## config.mk

```make
export PLATFORM = sky130hd
export DESIGN_NAME = fetch_buffer
export DESIGN_NICKNAME = d
export VERILOG_FILES = /design/src/rtl/fetch_buffer.sv
export SDC_FILE = /design/constraint.sdc
export NUM_CORES = 1
export LEC_CHECK = 0
export ABC_AREA = 0
export BUFFER_PORTS_ARGS = -buffer_cell sky130_fd_sc_hd__buf_4
export CORE_UTILIZATION = 32
export DETAILED_ROUTE_END_ITERATION = 8
export PLACE_DENSITY_LB_ADDON = 0.3
export SLEW_MARGIN = 20
export SYNTH_ARGS = -nofsm -noshare
export SYNTH_HDL_FRONTEND = slang
export SYNTH_SLANG_ARGS = --single-unit
```

## constraint.sdc

```tcl
create_clock -name clk_i -period 8.1 [get_ports clk_i]
set_clock_uncertainty 0.2 [all_clocks]
set_input_delay 0.81 -clock clk_i [delete_from_list [all_inputs] [get_ports clk_i]]
set_output_delay 0.81 -clock clk_i [all_outputs]
set_load 0.02 [all_outputs]
```

## src/rtl/fetch_buffer.sv

```systemverilog
// Instruction fetch buffer: issues aligned 64-bit fetches, queues returned
// instructions with their PCs and presents the two oldest to decode.
module fetch_buffer #(
  parameter int          DEPTH    = 8,
  parameter logic [31:0] RESET_PC = 32'h0000_0000
) (
  input  logic        clk_i,
  input  logic        rst_i,
  output logic        imem_req_o,
  output logic [31:0] imem_addr_o,
  input  logic        imem_valid_i,
  input  logic [63:0] imem_data_i,
  input  logic        redirect_i,
  input  logic [31:0] redirect_pc_i,
  output logic [31:0] inst0_o,
  output logic [31:0] inst1_o,
  output logic [31:0] pc0_o,
  output logic [31:0] pc1_o,
  output logic [1:0]  valid_o,
  input  logic [1:0]  take_i
);

  localparam int PW = $clog2(DEPTH);
  localparam logic [PW+1:0] REQ_LIMIT = (PW+2)'(DEPTH - 2);

  logic [31:0] inst_mem [DEPTH];
  logic [31:0] pc_mem   [DEPTH];

  logic [31:0]   fetch_pc_q, fetch_pc_d;
  logic          skip_lo_q, skip_lo_d;
  logic [PW-1:0] rd_ptr_q, rd_ptr_d;
  logic [PW-1:0] wr_ptr_q, wr_ptr_d;
  logic [PW:0]   count_q, count_d;
  logic          inflight_q, inflight_d;
  logic          drop_q, drop_d;
  logic          req_skip_q, req_skip_d;
  logic [31:0]   req_addr_q, req_addr_d;

  logic [PW+1:0] used;
  logic          req;
  logic          resp_ok;
  logic [1:0]    n_wr;
  logic          wr_lo_en;
  logic          wr_hi_en;
  logic [PW-1:0] wr_hi_idx;
  logic [PW-1:0] rd_ptr_p1;
  logic [1:0]    unused_pc_bits;

  assign unused_pc_bits = redirect_pc_i[1:0];

  // The in-flight request is charged two slots so a full queue cannot overflow.
  assign used     = {1'b0, count_q} + (inflight_q ? (PW+2)'(2) : (PW+2)'(0));
  assign req      = !rst_i && !redirect_i && (used <= REQ_LIMIT);
  assign resp_ok  = imem_valid_i && !drop_q && !redirect_i;
  assign n_wr     = resp_ok ? (req_skip_q ? 2'd1 : 2'd2) : 2'd0;
  assign wr_lo_en = resp_ok && !req_skip_q;
  assign wr_hi_en = resp_ok;
  assign wr_hi_idx = req_skip_q ? wr_ptr_q : wr_ptr_q + PW'(1);
  assign rd_ptr_p1 = rd_ptr_q + PW'(1);

  assign imem_req_o  = req;
  assign imem_addr_o = fetch_pc_q;
  assign valid_o     = {count_q >= (PW+1)'(2), count_q >= (PW+1)'(1)};
  assign inst0_o     = inst_mem[rd_ptr_q];
  assign pc0_o       = pc_mem[rd_ptr_q];
  assign inst1_o     = inst_mem[rd_ptr_p1];
  assign pc1_o       = pc_mem[rd_ptr_p1];

  always_comb begin
    fetch_pc_d = fetch_pc_q;
    skip_lo_d  = skip_lo_q;
    rd_ptr_d   = rd_ptr_q;
    wr_ptr_d   = wr_ptr_q;
    count_d    = count_q;
    inflight_d = inflight_q;
    drop_d     = drop_q;
    req_skip_d = req_skip_q;
    req_addr_d = req_addr_q;

    if (req) begin
      fetch_pc_d = fetch_pc_q + 32'd8;
      skip_lo_d  = 1'b0;
      req_skip_d = skip_lo_q;
      req_addr_d = fetch_pc_q;
      inflight_d = 1'b1;
    end else if (imem_valid_i) begin
      inflight_d = 1'b0;
    end

    if (imem_valid_i) begin
      drop_d = 1'b0;
    end

    if (redirect_i) begin
      count_d    = '0;
      rd_ptr_d   = wr_ptr_q;
      fetch_pc_d = {redirect_pc_i[31:3], 3'b000};
      skip_lo_d  = redirect_pc_i[2];
      // A response landing in this very cycle is already ignored; only a
      // still-pending one needs to be dropped later.
      drop_d     = inflight_q && !imem_valid_i;
    end else begin
      rd_ptr_d = rd_ptr_q + PW'(take_i);
      wr_ptr_d = wr_ptr_q + PW'(n_wr);
      count_d  = count_q + (PW+1)'(n_wr) - (PW+1)'(take_i);
    end
  end

  always_ff @(posedge clk_i or posedge rst_i) begin
    if (rst_i) begin
      fetch_pc_q <= {RESET_PC[31:3], 3'b000};
      skip_lo_q  <= RESET_PC[2];
      rd_ptr_q   <= '0;
      wr_ptr_q   <= '0;
      count_q    <= '0;
      inflight_q <= 1'b0;
      drop_q     <= 1'b0;
      req_skip_q <= 1'b0;
      req_addr_q <= '0;
    end else begin
      fetch_pc_q <= fetch_pc_d;
      skip_lo_q  <= skip_lo_d;
      rd_ptr_q   <= rd_ptr_d;
      wr_ptr_q   <= wr_ptr_d;
      count_q    <= count_d;
      inflight_q <= inflight_d;
      drop_q     <= drop_d;
      req_skip_q <= req_skip_d;
      req_addr_q <= req_addr_d;
    end
  end

  always_ff @(posedge clk_i) begin
    if (wr_lo_en) begin
      inst_mem[wr_ptr_q] <= imem_data_i[31:0];
      pc_mem[wr_ptr_q]   <= req_addr_q;
    end
    if (wr_hi_en) begin
      inst_mem[wr_hi_idx] <= imem_data_i[63:32];
      pc_mem[wr_hi_idx]   <= req_addr_q + 32'd4;
    end
  end

endmodule
```

== Word level (Yosys, flattened, before mapping) ==
Memory sizes are Yosys's and may differ from the RTL's.
Cells that the tools add are included.
W data, S select, Z words.

* Word-level logic and storage cells: 54
* Register bits after elaboration: 78
* Memories kept: 2
* Memory bits (writable): 512

* Multiplexer cells: 17
* Add/sub/neg operators: 9
* Magnitude comparators: 3
* Reduce and logical (&&, ||, !) cells: 14

{| class="wikitable"
|+ Memories
! memory !! depth !! bits a word !! read ports !! clocked after Yosys merged registers in !! wr ports !! line !! text
|-
| inst_mem || 8 || 32 || 2 || 0 || 2 || 26 || <nowiki>logic [31:0] inst_mem [DEPTH];</nowiki>
|-
| pc_mem || 8 || 32 || 2 || 0 || 2 || 27 || <nowiki>logic [31:0] pc_mem [DEPTH];</nowiki>
|}

{| class="wikitable"
|+ Operators with widths
! cell !! number
|-
| $mux W32 || 2
|-
| $add A32 B3 Y32 const B || 1
|-
| $add A32 B4 Y32 const B || 1
|-
| $mux W1 || 9
|-
| $add A3 B1 Y3 const B || 2
|-
| $add A3 B2 Y3 || 2
|-
| $logic_and A1 B1 Y1 || 6
|-
| $mux W2 || 3
|-
| $mux W3 || 2
|-
| $reduce_bool A2 Y1 || 3
|-
| $add A4 B2 Y5 || 1
|-
| $le A5 B3 Y1 const B || 1
|-
| $logic_not A1 Y1 || 5
|-
| $add A4 B2 Y4 || 1
|-
| $ge A4 B1 Y1 const B || 1
|-
| $ge A4 B2 Y1 const B || 1
|-
| $mux W4 || 1
|-
| $sub A4 B2 Y4 || 1
|}

== Depth between registers and ports, before layout ==
Gate-level depths: netlist of run 1.

* Depth after elaboration: 7
* Gate-level depth with buffers: 11
* Gate-level depth less buffers: 10

== Worst setup path after synthesis of run 1 ==
OpenSTA, ideal clock, no wires.

* Path kind: in2reg
* Start point: input port redirect_i
* End point: memory inst_mem[2][0], enable pin
* Cell stages on the path: 4
* Setup time: 0.568 ns
* Setup slack: 1.126 ns
* Data arrival time: 6.207 ns
* Path buffers: 1
* Cells stage by stage: buf_2 -> or3b_2 -> or3_1 -> o21ai_0

{| class="wikitable"
|+ RTL lines
! item !! line !! text
|-
| start: declaration || 13 || <nowiki>input logic redirect_i,</nowiki>
|-
| end: declaration || 26 ||
|}

== Final worst setup path of run 1 ==
* Start point: register rd_ptr_q[1]
* End point: output port inst1_o[11]

* Longest elaborated chain between the ends: 2

{| class="wikitable"
|+ Ends and longest elaborated chain
! item !! line !! text
|-
| start: declaration || 31 || <nowiki>logic [PW-1:0] rd_ptr_q, rd_ptr_d;</nowiki>
|-
| start signal: assignment || 123 || <nowiki>rd_ptr_q <= rd_ptr_d;</nowiki>
|-
| $add A3 B1 Y3 || 59 || <nowiki>assign rd_ptr_p1 = rd_ptr_q + PW'(1);</nowiki>
|-
| $mem_v2 Z8 W32 || - ||
|-
| end: declaration || 16 || <nowiki>output logic [31:0] inst1_o,</nowiki>
|}

No other way between the ends.

==> impl_summary.txt, run 1 <==
----------------------------------------------------
[Timing]
  Headroom to the max-slew limit ... 24.0%
  Setup Viol. Count Final ... 0
  Number of endpoints with negative hold slack in the final report ... 0
  Maximum operating frequency ... 190 MHz
  Worst slew pin tran ... 1.14 ns
  Period utilisation layout ... 65.1%
  RSZ-0062 raised after global routing ... no
  Count of final max-slew check failures ... 0
  Sum of negative setup slack ... 0 ns
  Min cycle time layout ... 5.28 ns

[Critical path]
  Worst R2R End ... inst_mem[4][24]$_DFFE_PP_
  CP Capture Type ... output pin
  Type of origin of the critical path ... register
  Critical register-to-register path startpoint ... wr_ptr_q[1]$_DFFE_PP0N_
  Arrival time at the worst endpoint ... 4.27 ns
  Number of cells traversed by the worst register-to-register path ... 6
  Worst Path Max Fanout ... 61
  Slack of the worst reg-to-reg path ... 4.76 ns
  Required time of the critical path ... 7.09 ns
  Critical path class ... register to output pin

[Floorplan]
  Num ports ... 265
  Die Y ... 309 um
  Area of the core ... 93300 sq um
  Die width ... 309 um
  Cell row count ... 112
  Overall die area ... 95400 sq um
  Initial standard-cell utilization of the core ... 32.3%

[Detailed routing]
  Pre-Repair DR Iteration Count ... 7
  Final routed wire length divided by cell count ... 27.1 um
  DRC errors left ... 0
  Final Routed Wirelength ... 86900 um
  Routed met2 length ... 44400 um
  Vias per cell ... 5.37
  DRT iter0 DRCs ... 1158
  Total vias in the final route ... 17200
  Count of nets left with antenna violations after detail routing ... 0
  Wire length on met1 ... 35800 um
  Top metal layer carrying routed signals ... met5
  Length of routed met3 wiring ... 4720 um

[Clocking]
  Number of sinks driven by the clock tree ... 568
  Worst-case clock buffer depth ... 3
  Clock network latency to the later pin of the worst-skew pair ... 0.62 ns
  Number of buffers added by the clock tree synthesis step ... 68
  Clock tree from TritonCTS ... done
  Reg clk slew, reported paths ... 0.07 ns
  CTS H-tree depth ... 3
  Cell at the root of the clock tree ... sky130_fd_sc_hd__clkbuf_16
  Post-CTS setup buffer count ... 0
  Post-CTS Resized ... 0
  CTS Hold Buffers Added ... 0

[Yosys]
  Sequential share of the synthesized area ... 55.4%
  Number of cells produced by synthesis ... 1847
  Combined area of all synthesized cells ... 30100 sq um
  Count of state elements after synthesis ... 568
  Ys Warns ... 0
  Most used flip-flop cell after synthesis ... sky130_fd_sc_hd__edfxtp_1
  Fraction of synthesis flops using an asynchronous set or reset pin ... 12.7%
  Count of unique library cells instantiated by Yosys ... 56
  Mean post-synth cell area ... 16.3 sq um
  EDFF count, synth ... 496

[Cells and area]
  Area overhead of the layout relative to synthesis ... 16.4%
  Most common cell after layout, fill and taps aside ... sky130_fd_sc_hd__edfxtp_1
  Fraction of final layout cells with drive strength greater than 1 ... 55.8%
  Number of nets in the finished design ... 2014
  Commonest cells after routing, fill and taps aside ... sky130_fd_sc_hd__edfxtp_1 (496), sky130_fd_sc_hd__mux2_2 (412), sky130_fd_sc_hd__buf_4 (297), sky130_fd_sc_hd__mux4_2 (248)
  Filler Cell Count ... 8728
  Fin area ... 35100 sq um
  Count of inserted antenna diode cells ... 0
  Final cell count without fillers ... 3202
  Fin util ... 37.6%

[Power and ir drop]
  Ratio of total power to cell area ... 410 nW/um^2
  Largest vdd supply drop ... 0.000297 V
  P_leak ... 11.8 nW

[Place]
  Total instance count after detailed placement ... 3077
  Routability congestion estimate from global placement ... 0.759
  Total placed instance area ... 32800 sq um
  Post-detail-place hpwl ... 51800 um
  IO buf count ... 255

[Global route]
  Via count of the first global-routing pass ... 18600
  First-pass GRT wire length ... 126000 um
  Gr ovfl total ... 0
  GRT Resource Usage Total ... 18.2%
  Number of antenna violations at the first check in global routing ... 10
  Pin count of the biggest net entering global routing ... 73

[Worst hold path]
  Hold endpoint ... drop_q$_DFFE_PP0P_
  Hold depth ... 2
  Worst hold-check path type ... primary input to register
  Hold Startpoint ... imem_valid_i

[Run status]
  Outcome ... finished, final reports clean

[Run]
  Max-cap violation count ... 0

----------------------------------------------------
registers in the layout (all words and copies together), names as in the netlist:
signal       cells
inst_mem       256
pc_mem         240
imem_addr_o     29
req_addr_q      29
count_q          4
rd_ptr_q         3
wr_ptr_q         3
drop_q           1
inflight_q       1
req_skip_q       1
skip_lo_q        1
power breakdown:
part	switching [W]	internal [W]	leakage, nW
Sequential	0.000530	0.00399	5.33
Clock	0.00126	0.00185	1.09
Combinational	0.00361	0.00315	5.33
Total	0.00540	0.00899	11.8
worst max-delay path, stage by stage (launching register included):
cell	delay, ns
sky130_fd_sc_hd__dfrtp_4	0.74
sky130_fd_sc_hd__ha_4	1.11
sky130_fd_sc_hd__buf_4	0.86
sky130_fd_sc_hd__mux4_2	0.43
sky130_fd_sc_hd__mux2_2	0.31
sky130_fd_sc_hd__buf_4	0.16
synth_stat cells (all sizes together) (4+ instances only):
| cell type | n | area [sq um] |
|---|---|---|
| edfxtp | 496 | 14900 |
| a21oi | 5 | 25.0 |
| nand2 | 36 | 135 |
| o211ai | 6 | 45.0 |
| o22ai | 5 | 31.3 |
| nor2 | 28 | 110 |
| xor2 | 6 | 52.6 |
| mux2 | 412 | 4640 |
| o31ai | 12 | 90.1 |
| nor2b | 10 | 62.6 |
| mux4 | 248 | 5590 |
| or4 | 16 | 126 |
| buf | 73 | 380 |
| o21ai | 17 | 85.1 |
| xnor2 | 8 | 77.6 |
| nor3 | 4 | 20.0 |
| clkbuf | 254 | 953 |
| dfrtp | 72 | 1800 |
| nand3 | 20 | 100 |
| a22oi | 5 | 37.5 |
| ha | 14 | 175 |
| fa | 4 | 80.1 |
| nand4 | 21 | 138 |
| a31oi | 9 | 56.3 |
| and4 | 5 | 45.0 |
| inv | 23 | 86.3 |
cells by family after synthesis:
group | Yosys count | synth area share [%]
mux | 662 | 34.0
flops | 568 | 55.4
buf+inv | 350 | 4.71
simple gates | 163 | 2.98
compound gates | 71 | 1.59
fa+ha+maj | 18 | 0.847
xor+xnor | 14 | 0.432
other cells | 1 | 0.0124
worst max path at each step:
stage	startpoint	end	slack [ns]
after detailed placement	rd_ptr_q[0]$_DFF_PP0_	pc1_o[28]	3.03
after floorplan	redirect_i	inst_mem[2][0]$_DFFE_PP_	1.13
final	rd_ptr_q[1]$_DFF_PP0_	inst1_o[11]	2.82
after CTS	rd_ptr_q[0]$_DFF_PP0_	pc1_o[28]	2.37
after global routing	rd_ptr_q[1]$_DFF_PP0_	pc1_o[28]	2.58
after global placement	rd_ptr_q[0]$_DFF_PP0_	pc1_o[28]	3.09
per-stage QoR:
step	hold slack, ns	power [W]	setup slack, ns
after global placement	0.308	0.0114	3.09
after global routing	0.167	0.0151	2.58
after CTS	0.149	0.0146	2.37
final	0.188	0.0144	2.82
after detailed placement	0.314	0.0115	3.03
after floorplan	0.279	0.00902	1.13
area by class of cell:
cell class / instances / area [sq um] / share of cell area, %
inverters: 23 / 87.6 / 0.250
clock buffers: 86 / 1800 / 5.13
clock inverters: 38 / 450 / 1.28
repair buffers: 298 / 2260 / 6.43
multi-input cells: 935 / 12200 / 34.8
well taps: 1254 / 1570 / 4.47
flip-flops and latches: 568 / 16700 / 47.6
routing by layer:
metal / track usage (%) / up-vias
li1: - / 7342
met1: 22.6 / 9210
met2: 31.9 / 489
met3: 3.95 / 135
met4: 4.69 / 18
met5: 0 / -
Note: power is estimated with default switching activity, not from simulation.
==> run 2: changes to the inputs <==
==> constraint.sdc (replaced) <==
create_clock -name clk_i -period 5 [get_ports clk_i]
set_clock_uncertainty 0.2 [all_clocks]
set_input_delay 0.5 -clock clk_i [delete_from_list [all_inputs] [get_ports clk_i]]
set_output_delay 0.5 -clock clk_i [all_outputs]
set_load 0.02 [all_outputs]
==> impl_summary.txt, run 2 (synthesis results as in run 1) <==
----------------------------------------------------
[Timing]
  Number of endpoints with negative hold slack in the final report ... 0 (unchanged)
  Worst slew pin tran ... 1.12 ns (was 1.14 ns)
  Period utilisation layout ... 80.5%
  Sum of negative setup slack ... 0 ns (unchanged)
  Min cycle time layout ... 4.03 ns
  Headroom to the max-slew limit ... 25.3% (was 24.0%)
  Count of final max-slew check failures ... 0 (unchanged)
  Maximum operating frequency ... 248 MHz
  Final hold slack ... 0.0512 ns (was 0.188 ns)
  RSZ-0062 raised after global routing ... no (unchanged)
  Worst Slack Setup Final ... 0.973 ns (was 2.82 ns)
  Setup Viol. Count Final ... 0 (unchanged)

[Floorplan]
  Cell row count ... 112 (unchanged)
  Die Y ... 309 um (unchanged)
  Num ports ... 265 (unchanged)
  Die width ... 309 um (unchanged)
  Initial standard-cell utilization of the core ... 32.3% (unchanged)
  Overall die area ... 95400 sq um (unchanged)
  Area of the core ... 93300 sq um (unchanged)

[Detailed routing]
  DRT iter0 DRCs ... 1231 (was 1158)
  DRC errors left ... 0 (unchanged)
  Count of nets left with antenna violations after detail routing ... 0 (unchanged)
  Final Routed Wirelength ... 87400 um (was 86900 um)
  Vias per cell ... 5.35 (was 5.37)
  Total vias in the final route ... 17300 (was 17200)
  Pre-Repair DR Iteration Count ... 5 (was 7)
  Final routed wire length divided by cell count ... 27.0 um (was 27.1 um)

[Cells and area]
  Commonest cells after routing, fill and taps aside ... sky130_fd_sc_hd__edfxtp_1 (496), sky130_fd_sc_hd__mux2_2 (412), sky130_fd_sc_hd__buf_4 (285), sky130_fd_sc_hd__mux4_2 (248), sky130_fd_sc_hd__clkbuf_16 (73) (was sky130_fd_sc_hd__edfxtp_1 (496), sky130_fd_sc_hd__mux2_2 (412), sky130_fd_sc_hd__buf_4 (297), sky130_fd_sc_hd__mux4_2 (248))
  Area overhead of the layout relative to synthesis ... 17.7% (was 16.4%)
  Number of nets in the finished design ... 2045 (was 2014)
  Most common cell after layout, fill and taps aside ... sky130_fd_sc_hd__edfxtp_1 (unchanged)
  Final cell count without fillers ... 3233 (was 3202)
  Filler Cell Count ... 8643 (was 8728)
  Fraction of final layout cells with drive strength greater than 1 ... 54.9% (was 55.8%)
  Top Registers ... inst_mem (256), pc_mem (240) (unchanged)
  Register bank with the most flops ... inst_mem (unchanged)
  Flip-flop count of the largest register after layout ... 256 (unchanged)

[Global route]
  Met1 track utilization from global routing ... 23.7% (was 22.6%)
  Via count of the first global-routing pass ... 18400 (was 18600)
  Number of antenna violations at the first check in global routing ... 10 (unchanged)
  Most crowded layer after global routing ... met2 (unchanged)
  Pin count of the biggest net entering global routing ... 133 (was 73)
  First-pass GRT wire length ... 126000 um (about the same)
  Gr ovfl total ... 0 (unchanged)
  GRT Resource Usage Total ... 18.3% (was 18.2%)
  Met3 track demand over resource in global routing ... 4.25% (was 3.95%)
  Global Route met2 Usage ... 30.5% (was 31.9%)

[Clocking]
  Number of sinks driven by the clock tree ... 568 (unchanged)
  Worst-case clock buffer depth ... 3 (unchanged)
  Reg clk slew, reported paths ... 0.06 ns (was 0.07 ns)
  Clock tree from TritonCTS ... done (unchanged)
  Post-CTS setup buffer count ... 0 (unchanged)
  Clock network latency to the later pin of the worst-skew pair ... 0.61 ns (was 0.62 ns)
  Number of buffers added by the clock tree synthesis step ... 70 (was 68)
  Cell at the root of the clock tree ... sky130_fd_sc_hd__clkbuf_16 (unchanged)
  CTS H-tree depth ... 3 (unchanged)

[Critical path]
  Cells along the critical path ... ha_4 > buf_12 > mux4_2 > mux2_2 > buf_4 (was ha_4 > buf_4 > mux4_2 > mux2_2 > buf_4)
  Worst R2R End ... imem_addr_o[15]$_DFFE_PP0P_ (was inst_mem[4][24]$_DFFE_PP_)
  Required time of the critical path ... 4.30 ns (was 7.09 ns)
  Total buffers and inverters traversed by the critical path ... 2 (unchanged)
  Critical register-to-register path startpoint ... count_q[1]$_DFF_PP0_ (was wr_ptr_q[1]$_DFFE_PP0N_)
  Critical path origin ... rd_ptr_q[0]$_DFF_PP0_ (was rd_ptr_q[1]$_DFF_PP0_)
  Type of origin of the critical path ... register (unchanged)
  Largest delay share family, worst path ... adder cells (unchanged)
  Slack of the worst reg-to-reg path ... 1.62 ns (was 4.76 ns)
  Number of cells traversed by the worst register-to-register path ... 7 (was 6)
  Worst Path Max Fanout ... 58 (was 61)
  Largest stage delay on the critical path ... 0.72 ns (was 1.11 ns)
  CP Capture Type ... output pin (unchanged)
  Slowest CP cell ... sky130_fd_sc_hd__ha_4 (unchanged)
  Critical path class ... register to output pin (unchanged)
  Arrival time at the worst endpoint ... 3.33 ns (was 4.27 ns)

[Power and ir drop]
  Largest vdd supply drop ... 0.000550 V (was 0.000297 V)
  Switching power summed over all nets ... 0.00862 W (was 0.00540 W)
  P_leak ... 11.9 nW (was 11.8 nW)
  Internal power summed over all cells ... 0.0146 W (was 0.00899 W)
  Portion of total power attributed to the clock network ... 21.2% (was 21.6%)
  Combinational Power Share ... 47.8% (was 47.0%)
  Power share of the sequential group ... 31.0% (was 31.4%)
  Ratio of total power to cell area ... 654 nW/um^2 (was 410 nW/um^2)
  Sw frac ... 37.2% (was 37.5%)

[Place]
  Total instance count after detailed placement ... 3075 (was 3077)
  IO buf count ... 255 (unchanged)
  Post-detail-place hpwl ... 51800 um (about the same)
  Worst slack after detailed placement ... 1.58 ns (was 3.03 ns)
  Routability congestion estimate from global placement ... 0.753 (was 0.759)

[Worst hold path]
  Hold endpoint ... inst_mem[2][26]$_DFFE_PP_ (was drop_q$_DFFE_PP0P_)
  Hold Startpoint ... imem_data_i[26] (was imem_valid_i)
  Worst hold-check path type ... primary input to register (unchanged)
  Hold depth ... 2 (unchanged)

[Run]
  Max-cap violation count ... 0 (unchanged)

[Run status]
  Outcome ... finished, final reports clean (unchanged)

----------------------------------------------------
## run 2: routing by layer
layer | wire length (um) | part of all wire, %
met2 | 42600 | 49
met4 | 2100 | 2.4
met3 | 5630 | 6.4
met1 | 37000 | 42
met5 | 103 | 0.12
## run 2: cell type report
cell class,count,area [sq um],share of cell area (%)
diodes,2,5.00,0.0141
clock buffers,93,1940,5.48
clock inverters,31,278,0.783
inverters,23,87.6,0.247
multi-input cells,935,12200,34.4
flip-flops and latches,568,16700,47.1
well taps,1254,1570,4.43
repair buffers,327,2660,7.50
## run 2: power by group through the flow
stage | sequential [W] | clock (W) | combinational, W
floorplan | 0.00705 | 0 | 0.00755
global placement | 0.00718 | 0 | 0.0112
detailed placement | 0.00729 | 0 | 0.0113
CTS | 0.00719 | 0.00503 | 0.0114
global route | 0.00731 | 0.00521 | 0.0118
finish | 0.00719 | 0.00491 | 0.0111
## run 2: worst max-delay path by stage
stage,end,slack [ns],depth (start not counted)
final,pc1_o[16],0.97,5
after global routing,pc1_o[16],0.86,5
after CTS,pc1_o[16],0.89,5
after detailed placement,inst_mem[7][6]$_DFFE_PP_,1.58,6
after global placement,pc1_o[16],1.58,5
after floorplan,inst_mem[2][0]$_DFFE_PP_,-1.66,4
## run 2: per-stage QoR
| stage | util (%) | power (W) | cell area, sq um |
|---|---|---|---|
| after floorplan | - | 0.0146 | 30200 |
| after global placement | 35.3 | 0.0184 | 32900 |
| after detailed placement | 35.3 | 0.0186 | 32900 |
| after CTS | 38.0 | 0.0236 | 35500 |
| after global routing | 38.0 | 0.0243 | 35500 |
| final | 38.0 | 0.0232 | 35500 |
## run 2: timing repair
item | in CTS | in global routing
hold endpoints to repair | 63 | 0
gates resized for setup | 0 | 0
hold buffers | 32 | 0
==> run 3: changes to the inputs <==
==> constraint.sdc (replaced) <==
create_clock -name clk_i -period 3.4 [get_ports clk_i]
set_clock_uncertainty 0.2 [all_clocks]
set_input_delay 0.34 -clock clk_i [delete_from_list [all_inputs] [get_ports clk_i]]
set_output_delay 0.34 -clock clk_i [all_outputs]
set_load 0.02 [all_outputs]
==> impl_summary.txt, run 3 (synthesis results as in run 1) <==
----------------------------------------------------
[Power and ir drop]
  P_leak ... 12.5 nW (was 11.9 nW)
  Ratio of total power to cell area ... 935 nW/um^2 (was 654 nW/um^2)
  Largest vdd supply drop ... 0.000620 V (was 0.000550 V)

[Cells and area]
  Most common cell after layout, fill and taps aside ... sky130_fd_sc_hd__edfxtp_1 (unchanged)
  Register bank with the most flops ... inst_mem (unchanged)
  Number of nets in the finished design ... 2171 (was 2045)
  Fraction of final layout cells with drive strength greater than 1 ... 53.0% (was 54.9%)
  Area overhead of the layout relative to synthesis ... 22.6% (was 17.7%)
  Flip-flop count of the largest register after layout ... 256 (unchanged)
  Top Registers ... inst_mem (256), pc_mem (240) (unchanged)
  Commonest cells after routing, fill and taps aside ... sky130_fd_sc_hd__edfxtp_1 (496), sky130_fd_sc_hd__mux2_2 (407), sky130_fd_sc_hd__buf_4 (287), sky130_fd_sc_hd__mux4_2 (248), sky130_fd_sc_hd__dlygate4sd3_1 (128) (was sky130_fd_sc_hd__edfxtp_1 (496), sky130_fd_sc_hd__mux2_2 (412), sky130_fd_sc_hd__buf_4 (285), sky130_fd_sc_hd__mux4_2 (248), sky130_fd_sc_hd__clkbuf_16 (73))
  Fin util ... 39.6% (was 38.0%)
  Final cell count without fillers ... 3357 (was 3233)

[Critical path]
  Arrival time at the worst endpoint ... 2.78 ns (was 3.33 ns)
  Slowest CP cell ... sky130_fd_sc_hd__dfrtp_4 (was sky130_fd_sc_hd__ha_4)
  Number of cells traversed by the worst register-to-register path ... 7 (unchanged)
  Total buffers and inverters traversed by the critical path ... 2 (unchanged)
  Critical register-to-register path startpoint ... wr_ptr_q[0]$_DFFE_PP0N_ (was count_q[1]$_DFF_PP0_)
  Cells along the critical path ... ha_4 > buf_12 > mux4_2 > mux2_2 > buf_4 (unchanged)
  Worst R2R End ... inst_mem[1][5]$_DFFE_PP_ (was imem_addr_o[15]$_DFFE_PP0P_)
  CP Capture Type ... output pin (unchanged)
  Worst Path Max Fanout ... 32 (was 58)
  Largest stage delay on the critical path ... 0.60 ns (was 0.72 ns)
  Largest delay share family, worst path ... multiplexers (was adder cells)
  Critical path class ... register to output pin (unchanged)
  Required time of the critical path ... 2.86 ns (was 4.30 ns)
  Type of origin of the critical path ... register (unchanged)
  Slack of the worst reg-to-reg path ... 0.16 ns (was 1.62 ns)

[Timing]
  Maximum operating frequency ... 302 MHz
  Worst Slack Setup Final ... 0.0834 ns (was 0.973 ns)
  Number of endpoints with negative hold slack in the final report ... 0 (unchanged)
  Setup Viol. Count Final ... 0 (unchanged)
  Count of final max-slew check failures ... 0 (unchanged)
  Min cycle time layout ... 3.32 ns
  RSZ-0062 raised after global routing ... no (unchanged)
  Final hold slack ... 0.193 ns (was 0.0512 ns)
  Worst slew pin tran ... 0.778 ns (was 1.12 ns)
  Headroom to the max-slew limit ... 48.1% (was 25.3%)
  Period utilisation layout ... 97.5%

[Detailed routing]
  DRC errors left ... 0 (unchanged)
  Total vias in the final route ... 17800 (was 17300)
  Final routed wire length divided by cell count ... 26.7 um (was 27.0 um)
  Count of nets left with antenna violations after detail routing ... 0 (unchanged)
  Pre-Repair DR Iteration Count ... 5 (unchanged)
  Final Routed Wirelength ... 89600 um (was 87400 um)
  DRT iter0 DRCs ... 1448 (was 1231)
  Vias per cell ... 5.29 (was 5.35)

[Place]
  Routability congestion estimate from global placement ... 0.737 (was 0.753)
  Total instance count after detailed placement ... 3100 (was 3075)
  IO buf count ... 255 (unchanged)
  Worst slack after detailed placement ... 0.480 ns (was 1.58 ns)
  Post-detail-place hpwl ... 53400 um (was 51800 um)

[Global route]
  Gr ovfl total ... 0 (unchanged)
  Pin count of the biggest net entering global routing ... 74 (was 133)
  Number of antenna violations at the first check in global routing ... 7 (was 10)
  Via count of the first global-routing pass ... 19400 (was 18400)
  GRT Resource Usage Total ... 18.7% (was 18.3%)
  First-pass GRT wire length ... 129000 um (was 126000 um)

[Clocking]
  Number of sinks driven by the clock tree ... 568 (unchanged)
  Clock tree from TritonCTS ... done (unchanged)
  Number of buffers added by the clock tree synthesis step ... 67 (was 70)
  CTS H-tree depth ... 3 (unchanged)
  Worst-case clock buffer depth ... 3 (unchanged)
  Reg clk slew, reported paths ... 0.06 ns (about the same)
  Cell at the root of the clock tree ... sky130_fd_sc_hd__clkbuf_16 (unchanged)
  Clock network latency to the later pin of the worst-skew pair ... 0.60 ns (was 0.61 ns)

[Worst hold path]
  Worst hold-check path type ... primary input to register (unchanged)
  Hold Startpoint ... redirect_i (was imem_data_i[26])
  Hold endpoint ... count_q[1]$_DFF_PP0_ (was inst_mem[2][26]$_DFFE_PP_)
  Hold depth ... 3 (was 2)

[Floorplan]
  Die width ... 309 um (unchanged)
  Num ports ... 265 (unchanged)
  Die Y ... 309 um (unchanged)
  Cell row count ... 112 (unchanged)
  Initial standard-cell utilization of the core ... 32.3% (unchanged)
  Overall die area ... 95400 sq um (unchanged)
  Area of the core ... 93300 sq um (unchanged)

[Run status]
  Outcome ... finished, final reports clean (unchanged)

[Run]
  Max-cap violation count ... 0 (unchanged)

----------------------------------------------------
run 3: stage by stage:
stage | cell area, sq um | total power [W] | setup TNS [ns]
global placement | 33400 | 0.0274 | 0
CTS | 36800 | 0.0350 | 0
finish | 36900 | 0.0345 | 0
floorplan | 30200 | 0.0214 | -125.76
detailed placement | 33400 | 0.0277 | 0
global route | 36900 | 0.0361 | 0
run 3: worst min-delay path, cell delays in order:
cell	delay [ns]
sky130_fd_sc_hd__buf_4	0.12
sky130_fd_sc_hd__buf_4	0.31
sky130_fd_sc_hd__nor2b_1	0.18
run 3: final cells by class:
type                    count  area [sq um]
fillers                  8550         56400
flip-flops and latches    568         16700
multi-input cells         935         12200
repair buffers            456          4280
clock buffers              91          1850
well taps                1254          1570
clock inverters            27           191
inverters                  23          88.8
diodes                      3          7.51
run 3: metal layers:
metal	GRT usage (%)	share of wire [%]	vias up	wire length, um
met5	0	0.038	-	34
met1	23.6	41	9462	36900
li1	-	-	7672	-
met2	32.6	51	515	46100
met3	3.47	5.1	111	4610
met4	5.55	2.2	6	1940
run 3: worst max-delay path by stage:
stage                     depth (start not counted)                  start  slack, ns                        to
final                                             5  rd_ptr_q[0]$_DFF_PP0_       0.08                inst1_o[4]
after global routing                              5  rd_ptr_q[0]$_DFF_PP0_      0.003                inst1_o[4]
after CTS                                         5  rd_ptr_q[0]$_DFF_PP0_      0.003                  pc1_o[2]
after detailed placement                          4  rd_ptr_q[0]$_DFF_PP0_       0.48               inst1_o[22]
after global placement                           11             redirect_i       0.40      count_q[3]$_DFF_PP0_
after floorplan                                   4             redirect_i      -0.29  inst_mem[0][0]$_DFFE_PP_
run 3: power breakdown:
group	leakage, nW	switching, W	total (W)	internal (W)
Combinational	6.20	0.00900	0.0172	0.00820
Clock	0.985	0.00283	0.00678	0.00396
Sequential	5.33	0.00103	0.0105	0.00950
Total	12.5	0.0129	0.0345	0.0217
run 3: timing repair:
action,CTS,global route
hold endpoints to repair,342,0
cloned,1,2
buffers inserted,2,3
gates resized for setup,5,7
pin swaps,0,2
hold buffers,128,0
setup endpoints to repair,63,18
